**config.mk**
```make
export PLATFORM = sky130hd
export DESIGN_NAME = match_seq_det
export DESIGN_NICKNAME = d
export VERILOG_FILES = /design/src/rtl/match_seq_det.sv
export SDC_FILE = /design/constraint.sdc
export NUM_CORES = 1
export LEC_CHECK = 0
export BUFFER_PORTS_ARGS = -buffer_cell sky130_fd_sc_hd__buf_2
export CAP_MARGIN = 5
export CORE_MARGIN = 3
export CORE_UTILIZATION = 40
export CTS_BUF_LIST = sky130_fd_sc_hd__clkbuf_4 sky130_fd_sc_hd__clkbuf_8
export DETAILED_ROUTE_END_ITERATION = 10
export HOLD_SLACK_MARGIN = 0.12
export PLACE_DENSITY = 0.63
export SYNTH_ARGS = -nofsm -noshare
export SYNTH_HDL_FRONTEND = slang
export SYNTH_SLANG_ARGS = --single-unit
export TNS_END_PERCENT = 1
```
**constraint.sdc**
```tcl
create_clock -name clk -period 4.3 [get_ports clk]
set_input_delay 0.43 -clock clk [delete_from_list [all_inputs] [get_ports clk]]
set_output_delay 0.43 -clock clk [all_outputs]
set_load 0.005 [all_outputs]
```
**src/rtl/match_seq_det.sv**
```systemverilog
// Serial pattern detector: compares a configurable-length bit pattern against
// the incoming stream, with overlap/non-overlap modes and a saturating match counter.
module match_seq_det #(
  parameter  int MAX_LEN = 8,
  parameter  int CNT_W   = 16,
  localparam int LW      = $clog2(MAX_LEN) + 1
) (
  input  logic               clk,
  input  logic               rst,
  input  logic               en,
  input  logic               x,
  input  logic               cfg_load,
  input  logic [MAX_LEN-1:0] cfg_pattern,
  input  logic [LW-1:0]      cfg_len,
  input  logic               cfg_overlap,
  input  logic               clr_cnt,
  output logic               z,
  output logic               z_q,
  output logic [CNT_W-1:0]   match_cnt
);

  localparam logic [31:0]      RST_PAT   = 32'h0000_0006;
  localparam int               RST_LEN_I = (MAX_LEN < 4) ? MAX_LEN : 4;
  localparam logic [LW-1:0]    RST_LEN   = LW'(RST_LEN_I);
  localparam logic [LW-1:0]    MAX_L     = LW'(MAX_LEN);
  localparam logic [CNT_W-1:0] CNT_MAX   = {CNT_W{1'b1}};

  logic [MAX_LEN-1:0] hist_r;
  logic [LW-1:0]      fill_r;
  logic [MAX_LEN-1:0] pattern_r;
  logic [LW-1:0]      len_r;
  logic               overlap_r;
  logic               z_q_r;
  logic [CNT_W-1:0]   cnt_r;

  logic [MAX_LEN-1:0] mask_s;
  logic [MAX_LEN-1:0] window_s;
  logic               fill_ok_s;
  logic               z_s;
  logic [LW-1:0]      load_len_s;

  // Low-len-bit mask and the candidate window {hist, x} restricted to MAX_LEN bits
  always_comb begin
    mask_s   = '0;
    window_s = {hist_r[MAX_LEN-2:0], x};
    for (int i = 0; i < MAX_LEN; i++) begin
      if (LW'(i) < len_r) begin
        mask_s[i] = 1'b1;
      end else begin
        mask_s[i] = 1'b0;
      end
    end
  end

  // Mealy match decision; only stored configuration feeds it, never cfg_pattern/len/overlap
  always_comb begin
    fill_ok_s = (fill_r >= (len_r - LW'(1)));
    if (rst || !en || cfg_load || (len_r == '0)) begin
      z_s = 1'b0;
    end else if (fill_ok_s && ((window_s & mask_s) == (pattern_r & mask_s))) begin
      z_s = 1'b1;
    end else begin
      z_s = 1'b0;
    end
  end

  // Clamp an oversized requested length to MAX_LEN
  always_comb begin
    if (cfg_len > MAX_L) begin
      load_len_s = MAX_L;
    end else begin
      load_len_s = cfg_len;
    end
  end

  assign z         = z_s;
  assign z_q       = z_q_r;
  assign match_cnt = cnt_r;

  // Configuration, history and fill tracking
  always_ff @(posedge clk or posedge rst) begin
    if (rst) begin
      hist_r    <= '0;
      fill_r    <= '0;
      pattern_r <= RST_PAT[MAX_LEN-1:0];
      len_r     <= RST_LEN;
      overlap_r <= 1'b1;
    end else if (cfg_load) begin
      pattern_r <= cfg_pattern;
      len_r     <= load_len_s;
      overlap_r <= cfg_overlap;
      fill_r    <= '0;
    end else if (en) begin
      hist_r <= {hist_r[MAX_LEN-2:0], x};
      // Non-overlap restarts the valid-bit count so no matched bit is reused
      if (z_s && !overlap_r) begin
        fill_r <= '0;
      end else if (fill_r != MAX_L) begin
        fill_r <= fill_r + LW'(1);
      end else begin
        fill_r <= fill_r;
      end
    end else begin
      hist_r <= hist_r;
      fill_r <= fill_r;
    end
  end

  // Delayed match pulse and saturating match counter
  always_ff @(posedge clk or posedge rst) begin
    if (rst) begin
      z_q_r <= 1'b0;
      cnt_r <= '0;
    end else begin
      z_q_r <= z_s;
      if (clr_cnt) begin
        cnt_r <= '0;
      end else if (z_s && (cnt_r != CNT_MAX)) begin
        cnt_r <= cnt_r + CNT_W'(1);
      end else begin
        cnt_r <= cnt_r;
      end
    end
  end

endmodule

```
# Yosys cells after proc, flatten, opt, wreduce, memory -nomap -nowiden
# Index checks and enable logic that the tools add are counted.
# totals
word_cells	57
in_bits	19
output_inout_bits	18
reg_bits	41
# classes
magnitude_cmp	10
muxes	17
n_addsub	3
n_reduce_logical	14
n_bitwise	3
eq_ne	3
# ops
operator	n
$mux W16	2
$mux W4	5
$add A16 B1 Y16 const B	1
$and A8 B8 Y8	2
$lt A3 B4 Y1 const A	4
$ne A16 B16 Y1 const B	1
$mux W1	10
$eq A8 B8 Y1	1
$lt A1 B4 Y1 const A	2
$lt A2 B4 Y1 const A	2
$add A4 B1 Y4 const B	1
$ge A4 B4 Y1	1
$gt A4 B4 Y1 const B	1
$logic_not A4 Y1	1
$ne A4 B4 Y1 const B	1
$reduce_and A2 Y1	2
$reduce_bool A2 Y1	2
$sub A4 B1 Y4 const B	1
$logic_and A1 B1 Y1	3
$logic_or A1 B1 Y1	3
$reduce_bool A3 Y1	1
$logic_not A1 Y1	2
$not A1 Y1	1

# Depth between registers and ports, before layout
# depth
ltp_word	11
mapped_depth	12
ltp_nobuf	10

# Worst setup path before layout
# No wires, ideal clock.
# synth_timing
kind	register -> register
from	reg len_r[2]
to	reg cnt_r[1], in the netlist match_cnt[1]
setup_ns	0.132
t_required_ns	4.168
arrival_ns	2.464
slack_ns	1.704
path_buffers	3
period_less_slack_ns	2.596
stages_incl_launch_ff	12
cell_sequence	dfstp_2 buf_2 nor3_1 xnor2_1 ha_1 a2111oi_1 nor4_4 nand3_1 clkbuf_1 buf_2 mux2i_1 nor2_1
# synth_via
elab_chain_cells	9
elab_cells_between_ends	28
cone_classes	add/sub: 1; order compare: 9; eq/ne: 1; mux: 10; bitwise: 2; reduce/logical: 5
# synth_rtl
element	line_no	source
from (decl)	31	logic [LW-1:0] len_r;
from (signal assigned)	90	len_r <= load_len_s;
$lt A1 B4 Y1, or another cell as far along	47	if (LW'(i) < len_r) begin
$mux W1	47	
$and A8 B8 Y8	60	end else if (fill_ok_s && ((window_s & mask_s) == (pattern_r & mask_s))) begin
$eq A8 B8 Y1	60	
$logic_and A1 B1 Y1	60	
$mux W1	60	
$mux W1 (*)	58	if (rst || !en || cfg_load || (len_r == '0)) begin
$logic_and A1 B1 Y1 (*)	118	end else if (z_s && (cnt_r != CNT_MAX)) begin
$reduce_bool A2 Y1 (no line) (*)	--	
to (signal assigned)	119	cnt_r <= cnt_r + CNT_W'(1);
to (signal assigned)	121	cnt_r <= cnt_r;
to (decl)	34	logic [CNT_W-1:0] cnt_r;
# Mark *: on every way between the ends. The rest lies on a longest branch, timed or not.
# A chain may end at the register's enable or synchronous reset.

# Final worst setup path
# layout_timing
from	reg len_r[0]
to	reg cnt_r[6], in the netlist match_cnt[6]
# The elaborated chain is that of the path after synthesis.

==> impl_metrics.env <==
export IMPL_status="finished clean"
export IMPL_drv_slew=0
export IMPL_synth_common_cells="37 x dfrtp_1, 18 x mux2_2, 16 x nand2_1"
export IMPL_cts_max_level=2
export IMPL_final_hold_violation_count=0
export IMPL_die_area_mm2=0.00643
export IMPL_first_iter_violations=35
export IMPL_cts_resized=0
export IMPL_use_met1=0.188
export IMPL_fillCellCount=505
export IMPL_maxCapViolations=0
export IMPL_synth_cells=214
export IMPL_yosysTopAreaCell="dfrtp_1"
export IMPL_clk_latency_ns=0.30
export IMPL_synthFlopType="dfrtp_1"
export IMPL_hold_class="in -> async"
export IMPL_path_clk_slew_ns=0.09
export IMPL_placed_cell_area_mm2=0.00244
export IMPL_crit_fanout=20
export IMPL_holdWs_ns=0.203
export IMPL_syn_nets=243
export IMPL_final_cell_area_mm2=0.00253
export IMPL_vias=1677
export IMPL_holdBufCountCts=0
export IMPL_antenna_cells=0
export IMPL_slew_headroom=0.531
export IMPL_multiInputGateArea_mm2=0.00110
export IMPL_fin_cells=320
export IMPL_pre_cts_ws_ns=1.08
export IMPL_required_ns=4.49
export IMPL_synth_area_top_cells="dfrtp_1 42%, mux2_2 9.2%, ha_1 5.7%"
export IMPL_grt_start_max_net_pins=27
export IMPL_numClockSinks=41
export IMPL_die_w_um=80.2
export IMPL_grt_usage=0.148
export IMPL_nNetsFinal=278
export IMPL_synth_yosys_seq_area_share=0.468
export IMPL_viasPerCell=5.24
export IMPL_antenna_left=0
export IMPL_gr_usage_met3=0.0516
export IMPL_min_period_ns=3.05
export IMPL_p_leak_nw=1.15
export IMPL_synthesis_area_mm2=0.00220
export IMPL_synthMostInstantiatedCell="dfrtp_1"
export IMPL_num_io_pins=37
export IMPL_overflow=0
export IMPL_critPathKind="reg -> reg"
export IMPL_fin_ws_ns=1.25
export IMPL_die_y_um=80.2
export IMPL_syn2layout_area_growth_pct=14.8
export IMPL_postCtsSetupBuffers=0
export IMPL_worstSetupStartpointType="flip-flop"
export IMPL_regArea_mm2=0.00103
export IMPL_drt_pass1_iter_count=4
export IMPL_antenna_found_initial=0
export IMPL_core_area_mm2=0.00520
export IMPL_rsz0062_at_grt="no"
export IMPL_drc_errors=0
export IMPL_clockBufferDepth=2
export IMPL_top_usage_layer="met2"
export IMPL_io_buffers=36
export IMPL_yosys_warnings=0
export IMPL_synth_seq_cells=41
export IMPL_cp_end_kind="flip-flop"
export IMPL_use_met2=0.239
export IMPL_dp_cells=312
export IMPL_drive_gt1_frac=0.280
export IMPL_place_gp_congestion=0.777
export IMPL_yosys_area_top_type_share=0.420
export IMPL_synth_async_sr_flop_share=1.00
export IMPL_crit_arrival_ns=3.23
export IMPL_ir_drop_mv=0.154
export IMPL_power_density_mw_per_mm2=344
export IMPL_wl_mm=4.41
export IMPL_syn_avg_cell_area_um2=10.3
export IMPL_num_rows=26
export IMPL_root_buffer="clkbuf_8"
export IMPL_post_drt_wl_per_cell_um=13.8
export IMPL_synth_edf_count=0
export IMPL_ys_types=42
export IMPL_initial_core_util=0.423
export IMPL_setup_viol=0
export IMPL_hpwl_mm=3.11
export IMPL_tns_ns=0
export IMPL_grt_pass1_vias=1602
export IMPL_cts_tree="yes"
export IMPL_grt_pass1_wl_mm=7.33
export IMPL_numCtsBuffers=5
export IMPL_skew_ns=0.00889
export IMPL_finalCritPeriodShare=0.708
export IMPL_fmax_mhz=328
export IMPL_tightestPinTransition_ns=0.701
logic make-up (layout without fill, tap and decap cells):
family | count (synthesis) | count (layout) | share of synthesized area
fa+ha+maj | 10 | 10 | 0.0568
simple gates | 72 | 72 | 0.177
flops | 41 | 41 | 0.468
buf+inv | 18 | 54 | 0.0330
compound gates | 40 | 40 | 0.111
mux | 21 | 21 | 0.107
xor+xnor | 12 | 12 | 0.0477
stage by stage:
step | power, W | util
after global placement | 0.000612 | 0.469
final | 0.000869 | 0.486
after detailed placement | 0.000616 | 0.469
after floorplan | 0.000578 | -
after global routing | 0.000922 | 0.486
after CTS | 0.000885 | 0.486
routing by layer:
metal | part of all wire | vias up | wire (um)
met5 | 0 | - | 0
met3 | 0.063 | 5 | 280
met2 | 0.47 | 39 | 2090
met1 | 0.45 | 803 | 2000
met4 | 0.011 | 0 | 48
li1 | - | 830 | -
path summary, 6_finish.rpt:
check	startpoint	to	slack [ns]	cells past startpoint
min in group clk	cfg_len[3]	len_r[2]	0.29	2
max in group asynchronous	rst	pattern_r[2]	3.29	3
min	rst	match_cnt[15]	0.20	2
max	len_r[0]	match_cnt[6]	1.25	10
max reg2reg	len_r[0]	match_cnt[6]	1.25	10
min reg2reg	pattern_r[7]	pattern_r[7]	0.54	1
critical path: stages (launching register included):
cell and delay [ns]:
dfrtp_1 0.42, inv_1 0.09, ha_1 0.24, xnor2_1 0.14, ha_1 0.27, o21a_1 0.11, o2bb2ai_1 0.09, nor4_4 0.21
nand3_1 0.56, nor3_1 0.41, mux2_1 0.37
sequential cells by signal, summed over array words and instances (netlist names):
| signal | flops |
|---|---|
| fill_r | 4 |
| z_q | 1 |
| len_r | 4 |
| match_cnt | 16 |
| pattern_r | 8 |
| overlap_r | 1 |
| hist_r | 7 |
cell usage in the layout (no fill, tap or decap), drive strengths merged, types with 8 or more instances in the layout:
cell   count
a21oi     13
ha        10
or3        8
buf       37
mux2      20
dfrtp     37
inv       10
o21ai     13
nand3     10
nor2      10
nand2     16
cell type report:
cell class	count	area share
tap	70	0.0346
multi-input combinational	155	0.434
sequential	41	0.408
inverter	9	0.0134
timing repair buffer	37	0.0742
clock buffer	5	0.0272
clock inverter	3	0.00841
where the power goes:
part / switching [W] / total (W) / internal (W)
clock network: 0.000149 / 0.000264 / 0.000115
logic: 0.0000677 / 0.000145 / 0.0000776
registers: 0.0000334 / 0.000460 / 0.000426
total: 0.000250 / 0.000869 / 0.000619
Note: power is estimated with default switching activity, not from simulation.
